<file path="src/rtl/uart_transmitter.sv">
// uart_transmitter: 8N1 UART transmit path fronted by a small byte FIFO.
//
// Ports:
//   iCE_CLK          system clock, all logic on its rising edge
//   rst              synchronous reset, active-high
//   tx_byte[7:0]     byte to enqueue
//   transmit         enqueue strobe, accepted when ready=1
//   ready            FIFO not full (registered)
//   TX               serial line, idles high (registered)
//   is_transmitting  high from start bit through end of stop bit (registered)
//   fifo_count       bytes waiting, excluding the byte being shifted (registered)
module uart_transmitter #(
  parameter int unsigned BAUD_RATE    = 9600,
  parameter int unsigned SYS_CLK_FREQ = 12000000,
  parameter int unsigned FIFO_DEPTH   = 4
) (
  input  logic                          iCE_CLK,
  input  logic                          rst,
  input  logic [7:0]                    tx_byte,
  input  logic                          transmit,
  output logic                          ready,
  output logic                          TX,
  output logic                          is_transmitting,
  output logic [$clog2(FIFO_DEPTH):0]   fifo_count
);

  localparam int unsigned DIV    = SYS_CLK_FREQ / BAUD_RATE;
  localparam int unsigned BAUD_W = (DIV > 1) ? $clog2(DIV) : 1;
  localparam int unsigned PTR_W  = $clog2(FIFO_DEPTH);
  localparam int unsigned CNT_W  = PTR_W + 1;

  typedef enum logic [1:0] {
    IDLE  = 2'd0,
    START = 2'd1,
    DATA  = 2'd2,
    STOP  = 2'd3
  } state_t;

  state_t             state;
  logic [BAUD_W-1:0]  baud_cnt;
  logic [2:0]         bit_idx;
  logic [7:0]         shift;
  logic               load_pending;

  logic [7:0]         mem [FIFO_DEPTH];
  logic [PTR_W-1:0]   wr_ptr;
  logic [PTR_W-1:0]   rd_ptr;

  logic               push_c;
  logic               pop_c;
  logic               baud_done_c;
  logic               fifo_nonempty_c;
  logic [7:0]         head_c;
  logic [CNT_W-1:0]   count_next_c;

  // Handshake and pop decisions shared by the FIFO and the FSM
  always_comb begin
    push_c          = transmit && ready;
    baud_done_c     = (baud_cnt == BAUD_W'(DIV - 1));
    fifo_nonempty_c = (fifo_count != '0);
    head_c          = mem[rd_ptr];
    // Pop from IDLE one edge before START so TX falls two edges after the write;
    // pop at the end of STOP to chain frames with no idle gap.
    pop_c = fifo_nonempty_c &&
            (((state == IDLE) && !load_pending) ||
             ((state == STOP) && baud_done_c));
  end

  // Next occupancy; a push and pop on the same edge cancel out
  always_comb begin
    count_next_c = fifo_count;
    case ({push_c, pop_c})
      2'b10:   count_next_c = fifo_count + CNT_W'(1);
      2'b01:   count_next_c = fifo_count - CNT_W'(1);
      default: count_next_c = fifo_count;
    endcase
  end

  // FIFO storage, no reset needed on data
  always_ff @(posedge iCE_CLK) begin
    if (push_c) begin
      mem[wr_ptr] <= tx_byte;
    end
  end

  // FIFO pointers and status; pointers wrap naturally at power-of-2 depth
  always_ff @(posedge iCE_CLK) begin
    if (rst) begin
      wr_ptr     <= '0;
      rd_ptr     <= '0;
      fifo_count <= '0;
      ready      <= 1'b1;
    end else begin
      if (push_c) begin
        wr_ptr <= wr_ptr + PTR_W'(1);
      end
      if (pop_c) begin
        rd_ptr <= rd_ptr + PTR_W'(1);
      end
      fifo_count <= count_next_c;
      ready      <= (count_next_c != CNT_W'(FIFO_DEPTH));
    end
  end

  // Transmit FSM with registered TX / is_transmitting
  always_ff @(posedge iCE_CLK) begin
    if (rst) begin
      state           <= IDLE;
      baud_cnt        <= '0;
      bit_idx         <= '0;
      shift           <= '0;
      load_pending    <= 1'b0;
      TX              <= 1'b1;
      is_transmitting <= 1'b0;
    end else begin
      case (state)
        IDLE: begin
          TX              <= 1'b1;
          is_transmitting <= 1'b0;
          baud_cnt        <= '0;
          if (load_pending) begin
            load_pending    <= 1'b0;
            state           <= START;
            TX              <= 1'b0;
            is_transmitting <= 1'b1;
          end else if (pop_c) begin
            shift        <= head_c;
            load_pending <= 1'b1;
          end
        end

        START: begin
          if (baud_done_c) begin
            baud_cnt <= '0;
            bit_idx  <= '0;
            state    <= DATA;
            TX       <= shift[0];
          end else begin
            baud_cnt <= baud_cnt + BAUD_W'(1);
          end
        end

        DATA: begin
          if (baud_done_c) begin
            baud_cnt <= '0;
            if (bit_idx == 3'd7) begin
              state <= STOP;
              TX    <= 1'b1;
            end else begin
              // Next bit is presented straight from shift[1] as the register moves
              shift   <= {1'b0, shift[7:1]};
              bit_idx <= bit_idx + 3'd1;
              TX      <= shift[1];
            end
          end else begin
            baud_cnt <= baud_cnt + BAUD_W'(1);
          end
        end

        STOP: begin
          if (baud_done_c) begin
            baud_cnt <= '0;
            if (pop_c) begin
              shift <= head_c;
              state <= START;
              TX    <= 1'b0;
            end else begin
              state           <= IDLE;
              TX              <= 1'b1;
              is_transmitting <= 1'b0;
            end
          end else begin
            baud_cnt <= baud_cnt + BAUD_W'(1);
          end
        end

        default: begin
          state           <= IDLE;
          TX              <= 1'b1;
          is_transmitting <= 1'b0;
        end
      endcase
    end
  end

endmodule

</file>
<file path="config.mk">
export PLATFORM = sky130hd
export DESIGN_NAME = uart_transmitter
export DESIGN_NICKNAME = d
export VERILOG_FILES = /design/src/rtl/uart_transmitter.sv
export SDC_FILE = /design/constraint.sdc
export NUM_CORES = 1
export LEC_CHECK = 0
export ABC_AREA = 1
export ABC_CLOCK_PERIOD_IN_PS = 5500
export CAP_MARGIN = 40
export CORE_ASPECT_RATIO = 1.4
export CORE_MARGIN = 2
export CORE_UTILIZATION = 55
export CTS_BUF_LIST = sky130_fd_sc_hd__clkbuf_8
export DETAILED_ROUTE_END_ITERATION = 6
export MAX_ROUTING_LAYER = met4
export PLACE_DENSITY = 0.78
export SYNTH_ARGS = -nofsm -noshare
export SYNTH_HDL_FRONTEND = slang
export SYNTH_SLANG_ARGS = --single-unit
</file>
<file path="constraint.sdc">
create_clock -name iCE_CLK -period 5.5 [get_ports iCE_CLK]
set_clock_uncertainty 0.05 [all_clocks]
set_input_delay 1.1 -clock iCE_CLK [delete_from_list [all_inputs] [get_ports iCE_CLK]]
set_output_delay 1.1 -clock iCE_CLK [all_outputs]
set_load 0.02 [all_outputs]
</file>
* After elaboration in Yosys (flattened, before gate mapping)
Memory sizes are Yosys's and may differ from the RTL's. A register that Yosys moved wholly into a read port is not among the register bits. Index checks and enable logic that the tools add are counted.
Word-level totals: flip-flop bits (word level) 35, logic and storage cells 88, bits in writable memories 32, memories 1, latch bits 0, memory bits (read-only) 0
Memory list:
- mem | depth 4, width 8, rd ports 1, clocked after Yosys merged registers in 1, write ports 1, RTL line 45 | logic [7:0] mem [FIFO_DEPTH];
Operators by class: add/sub/neg operators 6, div/mod/pow operators 0, reduce and logical (&&, ||, !) cells 17, multiply operators 0, bitwise logic cells 0, order comparisons 0, multiplexer cells 37, equality and inequality tests 16, shift-type cells 0
Operators with widths (count):
- $mux W8 | 5
- $pmux W8 S3 | 1
- $pmux W11 S2 | 1
- $ne A2 B2 Y1 const B | 8
- $mux W1 | 14
- $mux W2 | 7
- $pmux W3 S2 | 2
- $add A11 B1 Y11 const B | 1
- $eq A11 B11 Y1 const B | 1
- $mux W11 | 1
- $reduce_and A5 Y1 | 2
- $mux W3 | 3
- $pmux W2 S4 | 1
- $add A3 B1 Y3 const B | 2
- $eq A2 B2 Y1 const B | 3
- $reduce_and A3 Y1 | 2
- $reduce_bool A3 Y1 | 2
- $add A2 B1 Y2 const B | 2
- $eq A2 B1 Y1 const B | 2
- $logic_and A1 B1 Y1 | 4
- $pmux W1 S4 | 1
- $reduce_and A4 Y1 | 1
- $reduce_bool A2 Y1 | 2
- $eq A3 B3 Y1 const B | 1
- other kinds (7) | 7

* Longest topological paths before layout
Gate-level depths: netlist of run 1.
depth after elaboration 7, gate-level depth with buffers 16, mapped depth without buffers 16

* Least setup slack after synthesis of run 1
OpenSTA, ideal clock, no wires.
path kind input-to-reg, start point input port transmit, end point register ready, library setup time 0.125 ns, path slack 2.999 ns, path buffers 0, cell stages on the path 8, required time 5.325 ns, arrival 2.326 ns, cell sequence nand2_1 -> ha_1 -> inv_1 -> fa_1 -> o21ai_0 -> o21ai_0 -> a21oi_1 -> nand3_1
On the way: longest elaborated chain between the ends 4
Ends and longest elaborated chain:
- start: declaration | RTL line 20 | input logic transmit,
- $logic_and A1 B1 Y1 (*) | RTL line 58 | push_c = transmit && ready;
- $eq A2 B1 Y1 or $eq A2 B2 Y1 (tied branches) | RTL line 72 | case ({push_c, pop_c})
- $pmux W3 S2 (*) | RTL line 72
- $ne A3 B3 Y1 (*) | RTL line 101 | ready <= (count_next_c != CNT_W'(FIFO_DEPTH));
- end signal: assignment | RTL line 101
- end: declaration | RTL line 21 | output logic ready,
Every way passes the cells marked *; elsewhere a longest branch is shown, timed or not. A chain may end at the register's enable or synchronous reset.

* Final worst setup path of run 1
Same ends and word-level chain as after synthesis.

==> impl_metrics.toml, run 1 <==
[sta]
post-route-min-period_ns = 2.782
rsz0062_at_grt = "false"
timing.final.hold_violations = 0
worst_pin_slew_ns = 0.7827
drv_slew = 0
max_freq_mhz = 359.4
fin_tns_setup_ns = 0
period_share_pct = 50.59
slew_headroom_pct = 47.63
finalSetupViolCount = 0

[critical_path]
crit_arrival_ns = 2.96
end_kind = "register"
start_kind = "input pin"
critical_path_required_ns = 5.68
crit_slowest_cell = "clkdlybuf4s50_1"
worstPathCellList = "clkdlybuf4s50_1, nand2_1, ha_1, inv_1, fa_1, o21ai_0, o21ai_0, a21oi_1, nand3_1"
crit_type = "in2reg"
critPathMostFrequentCell = "o21ai_0"
max_stage_delay_ns = 0.39
cp_max_fo = 9

[power]
p_leak_nw = 1.397
vdd_drop_max_mv = 0.2845
power.density_nw_per_um2 = 505.3

[yosys]
synth_cells = 357
synthArstFlopShare_pct = 0
avgSynthCellArea_sq_um = 9.028
yosysWarnings = 0
post-synth-top-count-cell = "nand2_1"
synth.ff_latch_count = 69
synth_cell_types = 35
yosysTopAreaCell = "edfxtp_1"
synth_top_area_share_pct = 29.81
synth_common_cells = "63 x nand2_1, 61 x nor2_1, 37 x dfxtp_1"
yosysSeqAreaShare_pct = 52.80
synthFlopType = "dfxtp_1"
syn-cell-area_sq_um = 3223
syn_nets = 384
synth.area.top_cells = "edfxtp_1 30%, dfxtp_1 23%, nand2_1 7.3%, nor2_1 7.1%, ha_1 5.8%"
synth-edff-count = 32

[routing]
drt_iter0_drc = 177
post_drt_wl_per_cell_um = 12.88
ant_nets = 0
wirelength_mm = 5.784
viasPerCell = 5.129
dr.pass1.iters = 4
drc_errors = 0
vias = 2303

[status]
status = "finished clean"

[cts]
root_buffer = "clkbuf_8"
clk_path_buf_depth = 2
cts_resized = 0
clk_latency_ns = 0.35
holdBufCountCts = 0
clock-sinks = 69
clkTransAtPathRegs_ns = 0.08
cts_buffers = 9
cts_setup_buffers = 0
tritoncts = "done"
htree_levels = 3

[global_route]
overflow = 0
grt_max_degree = 18
grt_util_all_layers_pct = 20.97
grt_pass1_vias = 2229
antenna_found_initial = 0
grt_pass1_wl_mm = 9.591

[placement]
gp_congestion = 0.8795
place_area_sq_um = 3402
io_buffers = 16
dp_hpwl_mm = 4.180
dp_cells = 433

[die]
core_sq_um = 5781
die_h_um = 94.58
dieArea_sq_um = 6497
dieWidth_um = 68.70
num_io_pins = 17
rows = 33
start_util_pct = 55.76

[cells_and_area]
final_cell_area_sq_um = 3588
nets = 401
final_cell_count_no_fill = 449
diodes = 0
drive_gt1_share_pct = 9.235
syn_to_final_growth_pct = 11.34
final_core_util_pct = 62.08

[worst_hold_path]
hp-class = "reg2reg"

[job]
cap_violations = 0
metal layers:
metal | routed length, um | share of wire, % | GRT usage (%) | vias up
li1 | - | - | - | 1206
met1 | 2363 | 41 | 21.21 | 1051
met2 | 3117 | 54 | 36.94 | 35
met3 | 187 | 3.2 | 3.933 | 11
met4 | 115 | 2.0 | 11.27 | 0
met5 | 0 | 0 | - | -
final timing paths:
path                     from     endpoint  slack [ns]  cells past startpoint
setup / recovery     transmit        ready        2.72                      9
hold / removal    baud_cnt[0]  baud_cnt[0]        0.42                      1
setup reg to reg     state[0]        ready        2.91                     13
hold reg to reg   baud_cnt[0]  baud_cnt[0]        0.42                      1
worst max-delay path, delay by kind of cell:
kind | cells | cell delay (ns)
AOI/OAI and AO/OA | 3 | 0.52
and+or+nand+nor | 2 | 0.31
buffers and inverters | 2 | 0.45
adders and majority gates | 2 | 0.57
cell type report:
type                    instances  area, sq um
fillers                       489         2192
flip-flops and latches         69         1702
multi-input cells             240         1310
repair buffers                 16        160.2
inverters                      38        142.6
clock buffers                   9        123.9
well taps                      70        87.58
clock inverters                 7        62.56
registers in the layout, summed over array words and instances, names as in the netlist, named ones only:
signal,cells
wr_ptr,2
state,2
TX,1
fifo_count,3
load_pending,1
is_transmitting,1
baud_cnt,11
ready,1
mem,32
shift,8
rd_ptr,2
bit_idx,3
through the flow:
stage	hold slack [ns]	worst slack, ns	power, mW
after floorplan	0.3789	2.999	1.316
after global placement	0.3952	2.464	1.422
after detailed placement	0.4072	2.358	1.441
after CTS	0.4262	2.738	1.824
after global routing	0.4364	2.582	1.961
final	0.4191	2.718	1.813
where the power goes:
part / internal [mW] / leakage (nW) / total, mW / switching (mW)
Combinational: 0.261 / 0.708 / 0.718 / 0.456
Clock: 0.174 / 0.0931 / 0.386 / 0.212
Sequential: 0.637 / 0.596 / 0.710 / 0.0727
Total: 1.07 / 1.40 / 1.81 / 0.742
cells by family after synthesis:
logic type | count (synthesis) | share of synthesized area, %
mux | 6 | 1.863
fa+ha+maj | 16 | 6.444
simple gates | 164 | 22.94
buf+inv | 48 | 6.560
compound gates | 52 | 8.851
flops | 69 | 52.79
xor+xnor | 2 | 0.5436
cells in the final DEF (no fill, tap or decap), types with 9 or more instances in the layout:
cell type / Yosys / layout
edfxtp_1: 32 / 32
ha_1: 15 / 15
inv_1: 31 / 31
nand2_1: 63 / 63
nand3_1: 17 / 17
clkdlybuf4s50_1: 0 / 16
dfxtp_1: 37 / 37
o21ai_0: 16 / 16
nor2_1: 61 / 61
a21oi_1: 23 / 23
clkbuf_8: 0 / 9
Power figures use the tool's default switching activity.
==> inputs of run 2 (changes only) <==
ABC_CLOCK_PERIOD_IN_PS = 2500   (was 5500)
PLACE_DENSITY = 0.81   (was 0.78)
clock period = 2.5 ns   (was 5.5 ns; I/O delays follow)
==> impl_metrics.toml, run 2 (synthesis gave the netlist of run 1 again) <==
[sta]
worst_slack_ns = 0.1729
period_share_pct = 93.08
finalSetupViolCount = 0
max_freq_mhz = 429.7
fin_tns_setup_ns = 0
post-route-min-period_ns = 2.327
slew_headroom_pct = 64.10
worst_pin_slew_ns = 0.5384
drv_slew = 0
timing.final.hold_violations = 0
holdWs_ns = 0.3917

[global_route]
grt_util_all_layers_pct = 21.57
grt_pass1_vias = 2235
antenna_found_initial = 0
overflow = 0
grt_pass1_wl_mm = 9.970
grt_max_degree = 18

[critical_path]
worstPathCellList = "inv_1, ha_1, nand2_1, nor2_4, inv_2, nor2_4, nand3_4, nand2_2, ha_1, inv_1, fa_2, a21oi_2, o21ai_2, a21oi_1, nand3_1"
crit_slowest_cell = "fa_2"
rr_endpoint = "ready"
ff2ff_path_depth = 15
crit_family = "adder cells"
max_stage_delay_ns = 0.39
r2r_slack_ns = 0.17
crit_path_start = "baud_cnt[1]"
critical_path_buf_inv_count = 3
crit_arrival_ns = 2.50
end_kind = "register"
critical_path_required_ns = 2.68
cp_max_fo = 3
crit_type = "reg2reg"
r2r_start = "baud_cnt[1]"
start_kind = "register"

[placement]
io_buffers = 16
dp_cells = 442
gp_congestion = 0.8792
dp_slack_ns = -0.01693
place_area_sq_um = 3470
dp_hpwl_mm = 4.308

[cells_and_area]
layout_commonest_cell = "nand2_1"
nets = 411
diodes = 0
drive_gt1_share_pct = 13.62
layout_common_cells = "63 x nand2_1, 60 x nor2_1, 35 x dfxtp_1, 32 x edfxtp_1, 29 x inv_1"
top_regs = "mem (32), baud_cnt (11), shift (8)"
syn_to_final_growth_pct = 13.82
top_register = "mem"
final_core_util_pct = 63.46
final_cell_count_no_fill = 459
fillers = 458
largest_reg_flops = 32
final_cell_area_sq_um = 3669

[power]
vdd_drop_max_mv = 0.8801
p_leak_nw = 1.441
finalPower_mw = 4.069
power.density_nw_per_um2 = 1109

[worst_hold_path]
min_from = "baud_cnt[0]"
hold_end = "baud_cnt[0]"
holdPathStages = 1
hp-class = "reg2reg"

[routing]
viasPerCell = 5.161
dr.pass1.iters = 4
ant_nets = 0
drc_errors = 0
route.met3.wl_um = 148
wirelength_mm = 6.178
drt_iter0_drc = 188
maxUsedRoutingLayer = "met4"
wl_met1_mm = 2.552
detailroute.wirelength.met2_mm = 3.339
vias = 2369
post_drt_wl_per_cell_um = 13.46

[die]
dieWidth_um = 68.70
core_sq_um = 5781
dieArea_sq_um = 6497
num_io_pins = 17
start_util_pct = 55.76
die_h_um = 94.58
rows = 33

[cts]
clock-sinks = 69
htree_levels = 3
cts_buffers = 9
clkTransAtPathRegs_ns = 0.07
clk_path_buf_depth = 2
tritoncts = "done"
holdBufCountCts = 0
root_buffer = "clkbuf_8"
clk_latency_ns = 0.35

[job]
cap_violations = 0

[status]
status = "finished clean"
run 2: cell count changes in the layout (fill, tap and decap cells not counted), moves of 2 or more:
cell | before | now
inv_1 | 31 | 29
inv_6 | 4 | 1
inv_2 | 6 | 8
buf_4 | 0 | 10
dfxtp_1 | 37 | 35
dfxtp_2 | 0 | 2
run 2: final cells by class:
| type | instances | area, sq um | share of cell area (%) |
|---|---|---|---|
| Sequential cell | 69 | 1704 | 46.45 |
| Multi-Input combinational cell | 240 | 1325 | 36.12 |
| Timing Repair Buffer | 26 | 235.2 | 6.412 |
| Inverter | 38 | 142.6 | 3.888 |
| Clock buffer | 9 | 123.9 | 3.377 |
| Tap cell | 70 | 87.58 | 2.387 |
| Clock inverter | 7 | 50.05 | 1.364 |
run 2: repair_timing:
action	CTS	global route
setup buffers	0	1
endpoints found under the setup margin	1	2
pin swaps	0	1
hold endpoints to repair	0	0
gates cloned	0	0
gates resized for setup	1	9
run 2: power breakdown:
| part | internal, mW | leakage (nW) | switching (mW) |
|---|---|---|---|
| logic | 0.660 | 0.760 | 1.09 |
| clock network | 0.363 | 0.0851 | 0.428 |
| registers | 1.40 | 0.597 | 0.125 |
run 2: per-layer routing:
metal,vias up,GRT usage (%)
li1,1225,-
met5,-,-
met2,30,36.62
met3,13,4.172
met4,0,10.46
met1,1101,23.61
run 2: worst max path at each step:
stage	to	slack [ns]	depth (start not counted)
floorplan	ready	0.23	14
global placement	ready	0.12	14
detailed placement	ready	-0.02	14
CTS	ready	0.02	13
global route	ready	-0.03	15
finish	ready	0.17	15
run 2: worst register-to-register path, delay by kind of cell (launching register included):
| kind | cells | cell delay, ns |
|---|---|---|
| adders and majority gates | 3 | 0.65 |
| AOI/OAI and AO/OA | 3 | 0.42 |
| DFF | 1 | 0.33 |
| buffers and inverters | 3 | 0.20 |
| and+or+nand+nor | 6 | 0.57 |
